===== src/rtl/pc_fetch_sequencer.sv =====
// pc_fetch_sequencer: instruction-address generator with stall, redirect, halt and retire counting
module pc_fetch_sequencer #(
  parameter int ADDR_W = 32,
  parameter logic [ADDR_W-1:0] RESET_ADDR = '0,
  parameter logic [ADDR_W-1:0] STEP = 4,
  parameter logic [ADDR_W-1:0] MAX_ADDR = 68,
  parameter int CNT_W = 16
) (
  input  logic              clk,
  input  logic              rst,
  input  logic              start,
  input  logic              stall,
  input  logic              halt_req,
  input  logic              redirect_valid,
  input  logic [ADDR_W-1:0] redirect_addr,
  output logic [ADDR_W-1:0] pc_o,
  output logic              valid_o,
  output logic              halted_o,
  output logic [CNT_W-1:0]  retire_cnt,
  output logic              misalign_err
);
  typedef enum logic [1:0] {IDLE, RUN, HALT} state_t;
  state_t state, state_n;
  logic [ADDR_W-1:0] pc_n;
  logic [CNT_W-1:0] cnt_n, cnt_inc;
  logic err_n;
  assign cnt_inc = &retire_cnt ? retire_cnt : retire_cnt + 1'b1;
  // next state and next register values; RUN decisions follow halt > stall > misalign > redirect > max > step
  always_comb begin
    state_n = state;
    pc_n = pc_o;
    cnt_n = retire_cnt;
    err_n = misalign_err;
    case (state)
      IDLE: if (start) state_n = RUN;
      RUN:
        if (halt_req) state_n = HALT;
        else if (!stall) begin
          if (redirect_valid && redirect_addr[1:0] != 2'b00) begin
            err_n = 1'b1;
            state_n = HALT;
          end else begin
            cnt_n = cnt_inc;
            if (redirect_valid) pc_n = redirect_addr;
            else if (pc_o == MAX_ADDR) state_n = HALT;
            else pc_n = pc_o + STEP;
          end
        end
      HALT:
        if (start) begin
          state_n = RUN;
          pc_n = RESET_ADDR;
          cnt_n = '0;
          err_n = 1'b0;
        end
      default: state_n = IDLE;
    endcase
  end
  // state and registered outputs
  always_ff @(posedge clk or posedge rst) begin
    if (rst) begin
      state <= IDLE;
      pc_o <= RESET_ADDR;
      valid_o <= 1'b0;
      halted_o <= 1'b0;
      retire_cnt <= '0;
      misalign_err <= 1'b0;
    end else begin
      state <= state_n;
      pc_o <= pc_n;
      valid_o <= state_n == RUN;
      halted_o <= state_n == HALT;
      retire_cnt <= cnt_n;
      misalign_err <= err_n;
    end
  end
endmodule


===== config.mk =====
export PLATFORM = sky130hd
export DESIGN_NAME = pc_fetch_sequencer
export DESIGN_NICKNAME = d
export VERILOG_FILES = /design/src/rtl/pc_fetch_sequencer.sv
export SDC_FILE = /design/constraint.sdc
export NUM_CORES = 1
export LEC_CHECK = 0
export CORE_MARGIN = 2
export CORE_UTILIZATION = 54
export DETAILED_ROUTE_END_ITERATION = 16
export PLACE_DENSITY_LB_ADDON = 0.2
export SLEW_MARGIN = 20
export SYNTH_ARGS = -nofsm -noshare
export SYNTH_HDL_FRONTEND = slang
export SYNTH_SLANG_ARGS = --single-unit

===== constraint.sdc =====
create_clock -name clk -period 3.4 [get_ports clk]
set_input_delay 0.68 -clock clk [delete_from_list [all_inputs] [get_ports clk]]
set_output_delay 0.68 -clock clk [all_outputs]
set_load 0.01 [all_outputs]

After elaboration in Yosys (flattened, before gate mapping) --
Index checks and enable logic that the tools add are counted.
Word-level totals: flip-flop bits (word level) 53, bits in latches 0, bits in writable memories 0, bits in read-only memories 0, bits of input ports 38, output and inout port bits 51, logic and storage cells 54, memories 0
Cells by class: $add $sub $neg 2, multiply operators 0, divide/modulo/power cells 0, magnitude comparators 0, equality and inequality tests 12, shift-type cells 0, mux-type cells 25, bitwise logic cells 0, reduce and logical (&&, ||, !) cells 9
Operator list (number):
- two-way mux 32 bit | 6
- two-way mux 16 bit | 5
- one-hot mux 32 bit (2 select lines) | 1
- adder 32 x 3 -> 32 bit, second input constant | 1
- equality test 32 x 7 -> 1 bit, second input constant | 1
- one-hot mux 16 bit (2 select lines) | 1
- adder 16 x 1 -> 16 bit, second input constant | 1
- AND reduction 16 bit | 1
- two-way mux 2 bit | 6
- != test 2 bit, second input constant | 6
- AND reduction 6 bit | 2
- AND reduction 5 bit | 1
- equality test 2 x 1 -> 1 bit, second input constant | 2
- equality test 2 bit, second input constant | 2
- two-way mux 1 bit | 4
- one-hot mux 2 bit (2 select lines) | 1
- nonzero test 2 bit | 2
- != test 3 bit, second input constant | 1
- logical NOT 2 bit | 1
- one-hot mux 1 bit (2 select lines) | 1
- OR reduction 2 bit | 1
- logical AND 1 bit | 1

Logic depth before layout (Yosys ltp) --
depth in word-level cells 8, depth in mapped cells 9, gate-level depth less buffers 7

Worst setup path after synthesis --
OpenSTA, ideal clock, no wires.
kind input -> register, from input port redirect_valid, to register pc_o[27], library setup time 0.139 ns, data arrival time 1.975 ns, data required time 3.261 ns, path slack 1.286 ns, cell stages on the path 8, buffers on the path 3, cells stage by stage buf_2 nor4_1 nand4_1 nor3_4 or2_0 buf_4 buf_6 o221ai_2
On the way: word-level cells in the longest chain between the ends 5, elaborated cells between the ends (all ways) 9, those cells by class eq/ne (2); mux (5); reduce/logical (2)
Ends and longest elaborated chain:
- start, declared | RTL line 14 | input logic redirect_valid,
- two-way mux 32 bit | RTL line 44 | if (redirect_valid) pc_n = redirect_addr;
- two-way mux 32 bit | RTL line 39 | if (redirect_valid && redirect_addr[1:0] != 2'b00) begin
- two-way mux 32 bit | RTL line 38 | else if (!stall) begin
- two-way mux 32 bit | RTL line 37 | if (halt_req) state_n = HALT;
- one-hot mux 32 bit (2 select lines) | RTL line 34 | case (state)
- end signal, assigned | RTL line 70 | pc_o <= pc_n;
- end, declared | RTL line 16 | output logic [ADDR_W-1:0] pc_o,
Parallel ways exist; a longest one is shown, timed or not. The select of a mux whose other input is x is not followed. A chain may end at the register's enable or synchronous reset.

Worst setup path after layout --
from register state[0], to register retire_cnt[13]
On the way: word-level cells in the longest chain between the ends 3, elaborated cells between the ends (all ways) 10, those cells by class eq/ne (7); mux (1); reduce/logical (2)
Ends and longest elaborated chain:
- start, declared | RTL line 23 | state_t state, state_n;
- start signal, assigned | RTL line 69 | state <= state_n;
- equality test 2 x 1 -> 1 bit / equality test 2 bit (equally long branches) | RTL line 34
- != test 2 bit (no line) / nonzero test 2 bit (equally long branches)
- AND reduction 6 bit (no line)
- end signal, assigned | RTL line 73 | retire_cnt <= cnt_n;
- end, declared | RTL line 19 | output logic [CNT_W-1:0] retire_cnt,
Parallel ways exist; a longest one is shown, timed or not.

==> flow_metrics.tcl <==
set metrics [dict create \
    yosys_warnings 0 \
    final_period_minus_worst_setup_slack_ns 2.64 \
    drive_above_1_share 0.0727 \
    synth_edf_count 0 \
    first_pass_drt_iterations 5 \
    ant_nets 0 \
    num-nets-final 553 \
    numCtsBuffers 5 \
    synth.area.top_cells "sky130_fd_sc_hd__dfrtp_1 36%, sky130_fd_sc_hd__o31ai_1 6.7%, sky130_fd_sc_hd__nor2_1 3.7%, sky130_fd_sc_hd__a21oi_1 3.4%, sky130_fd_sc_hd__nand2_1 3.1%" \
    ioPinCount 89 \
    worst-setup-path-type "reg2reg" \
    vias 3915 \
    synth.net_count 475 \
    first_global_vias 3617 \
    hpwlAfterDp_um 7850 \
    setup_viol 0 \
    p_int_uw 1980 \
    drv_slew 0 \
    vias_per_cell 6.65 \
    critical_path_required_ns 3.65 \
    timing.critical_path.to_type "flop" \
    fmax_mhz 379 \
    seq_area_frac_synth 0.361 \
    tritoncts "yes" \
    antenna_found_initial 0 \
    synth-async-reset-ratio 1.00 \
    critPathArrivalTime_ns 2.89 \
    synth-adder-area-share 0.0238 \
    grt_pass1_wl_um 17900 \
    post_cts_resize_count 0 \
    htree_levels 2 \
    net-switching-power_uw 1700 \
    initialDrtViolationCount 382 \
    insertion_delay_ns 0.32 \
    switching_power_share_of_the_total 0.462 \
    clkSinkCount 53 \
    worst_setup_hold_path_clk_slew_ns 0.10 \
    largest_family_of_logic_cells_by_synthesized_area "compound AO/OA/AOI/OAI gates" \
    syn_avg_cell_area_um2 8.55 \
    synth_area_um2 3670 \
    worst_clock_skew_ns 0.00623 \
    clockRootBuffer "sky130_fd_sc_hd__clkbuf_8" \
    yosys_most_used_dff "sky130_fd_sc_hd__dfrtp_1" \
    clock_tree.buffer_depth 2 \
    max_cap_violations 0 \
    route.final.wire_length_um 11100 \
    cp_max_fo 19 \
    detailed_place.area_um2 4590 \
    finalSetupTns_ns 0 \
    worst_hold_path_type "reg2reg" \
    die_width_um 86.5 \
    placementRows 30 \
    post-synth-top-area-fraction 0.361 \
    run_status "finished clean" \
    power.combinational.fraction 0.517 \
    grt_util_all_layers 0.298 \
    min_delay_path_depth 1 \
    synth-compound-area-share 0.275 \
    max_slew.worst_pin.slew_ns 0.759 \
    post_synth_inst_count 430 \
    routed_wire_length_per_instance_um 18.8 \
    starting_density_of_the_core 0.550 \
    areaGrowthSynthToFinish_pct 28.3 \
    fp.dieH_um 86.5 \
    fin_crit_sh 0.776 \
    synth.distinct_cells 54 \
    seqPwrFrac 0.356 \
    crit_path_start_kind "flop" \
    place.gp.congestion 0.883 \
    buffer_ports.inserted 88 \
    most_area_hungry_cell_type_in_the_yosys_netlist "sky130_fd_sc_hd__dfrtp_1" \
    setup_repair_after_global_routing_missed_its_margin "no" \
    post-cts-setup-buffer-count 0 \
    worst_case_vdd_ir_drop_v 0.000356 \
    grt_start_max_net_pins 37 \
    worst-r2r-cell-count 7 \
    antennaDiodeCount 0 \
    core_area_um2 6680 \
    power.static_leakage_uw 0.00179 \
    stdcell_area_um2 4710 \
    postCtsHoldBufs 0 \
    clkPwrFrac 0.128 \
    post_synth_xor_area_fraction 0 \
    post-route-drc-count 0 \
    synth.area.mux_share 0.00545 \
    rel_slew_slack 0.490 \
    floorplan.die_area_um2 7480 \
    hold_viol_final 0 \
    power.density_nw_per_um2 779 \
    post_synthesis_simple_gate_area_fraction 0.275 \
    overflow 0 \
    ys_seq_elements 53 \
]
cells by family (layout without fill, tap and decap cells):
logic type | count (synthesis) | after routing
buffers and inverters | 48 | 127
AND/OR/NAND/NOR | 173 | 173
multiplexers | 2 | 2
AO/OA/AOI/OAI | 147 | 147
adder cells (fa/ha/maj) | 7 | 7
flip-flops | 53 | 53
state kept, by name, summed over array words and instances (netlist names):
name / flops
pc_o: 32
misalign_err: 1
halted_o: 1
state: 2
valid_o: 1
retire_cnt: 16
metrics by stage:
| step | instances | hold slack, ns | total power, µW | worst slack (ns) | util |
|---|---|---|---|---|---|
| floorplan | 430 | 0.546 | 2390 | 1.29 | - |
| global placement | 581 | 0.516 | 3130 | 0.616 | 0.687 |
| detailed placement | 581 | 0.527 | 3170 | 0.531 | 0.687 |
| CTS | 589 | 0.541 | 3640 | 0.776 | 0.705 |
| global route | 589 | 0.574 | 3900 | 0.532 | 0.705 |
| finish | 589 | 0.547 | 3670 | 0.760 | 0.705 |
worst paths after layout:
| kind | startpoint | end | slack, ns |
|---|---|---|---|
| max in group asynchronous | rst | retire_cnt[1] | 2.03 |
| worst max register to register | state[0] | retire_cnt[13] | 0.76 |
| min in group asynchronous | rst | pc_o[10] | 0.73 |
| worst min-delay path | retire_cnt[14] | retire_cnt[14] | 0.55 |
| worst max-delay path | state[0] | retire_cnt[13] | 0.76 |
| worst min register to register | retire_cnt[14] | retire_cnt[14] | 0.55 |
power by group through the flow:
| stage | Combinational [µW] | Clock, µW | Sequential [µW] |
|---|---|---|---|
| floorplan | 1140 | 0 | 1250 |
| global placement | 1830 | 0 | 1290 |
| detailed placement | 1880 | 0 | 1290 |
| CTS | 1890 | 470 | 1290 |
| global route | 2060 | 497 | 1340 |
| finish | 1900 | 468 | 1310 |
routing by layer:
metal,vias up,GRT usage,part of all wire
li1,1810,-,-
met1,1868,0.389,0.40
met2,207,0.509,0.50
met3,30,0.0467,0.077
met4,0,0.0909,0.023
met5,-,0,0
cell usage after synthesis (all sizes together), types with 11 or more instances:
cell type and n:
nor2 36, nand2 30, clkbuf 16, nand4 17, a21oi 25, o21ai 30, inv 21, buf 11
dfrtp 53, nand3 17, o31ai 33, nor4 18, nor3 15
layout make-up:
| type | count | area (µm²) |
|---|---|---|
| repair buffers | 98 | 956 |
| flip-flops and latches | 53 | 1330 |
| inverters | 21 | 78.8 |
| fillers | 563 | 1970 |
| multi-input cells | 329 | 2130 |
| clock buffers | 6 | 82.6 |
| clock inverters | 2 | 37.5 |
| well taps | 80 | 100 |
critical path, stage by stage, from the launching register on:
cell	delay, ns
sky130_fd_sc_hd__dfrtp_1	0.44
sky130_fd_sc_hd__inv_1	0.12
sky130_fd_sc_hd__ha_1	0.51
sky130_fd_sc_hd__inv_1	0.31
sky130_fd_sc_hd__nand2_1	0.14
sky130_fd_sc_hd__o211ai_2	0.30
sky130_fd_sc_hd__or4_1	0.58
sky130_fd_sc_hd__a21oi_1	0.16
cells in the final DEF, fill, tap and decap left out, types with 3 or more instances in the layout:
cell	count
sky130_fd_sc_hd__clkdlybuf4s50_1	88
sky130_fd_sc_hd__dfrtp_1	53
sky130_fd_sc_hd__nor2_1	36
sky130_fd_sc_hd__o31ai_1	33
sky130_fd_sc_hd__nand2_1	30
sky130_fd_sc_hd__a21oi_1	25
sky130_fd_sc_hd__o21ai_0	21
sky130_fd_sc_hd__inv_1	20
sky130_fd_sc_hd__nand3_1	16
sky130_fd_sc_hd__nand4_1	15
sky130_fd_sc_hd__nor4_1	13
sky130_fd_sc_hd__nor3_1	13
sky130_fd_sc_hd__buf_4	10
sky130_fd_sc_hd__o21ai_1	9
sky130_fd_sc_hd__a31oi_1	9
sky130_fd_sc_hd__o22ai_1	9
sky130_fd_sc_hd__and2_1	8
sky130_fd_sc_hd__a32oi_1	8
sky130_fd_sc_hd__ha_1	7
sky130_fd_sc_hd__or3_1	6
sky130_fd_sc_hd__nand2b_1	6
sky130_fd_sc_hd__a211oi_1	6
sky130_fd_sc_hd__a22oi_1	6
sky130_fd_sc_hd__clkbuf_8	6
sky130_fd_sc_hd__and3_1	4
sky130_fd_sc_hd__o31a_1	4
sky130_fd_sc_hd__nor4_4	3
sky130_fd_sc_hd__nor4b_1	3
sky130_fd_sc_hd__or4_1	3
sky130_fd_sc_hd__nor2b_1	3
Note: power is estimated with default switching activity, not from simulation.
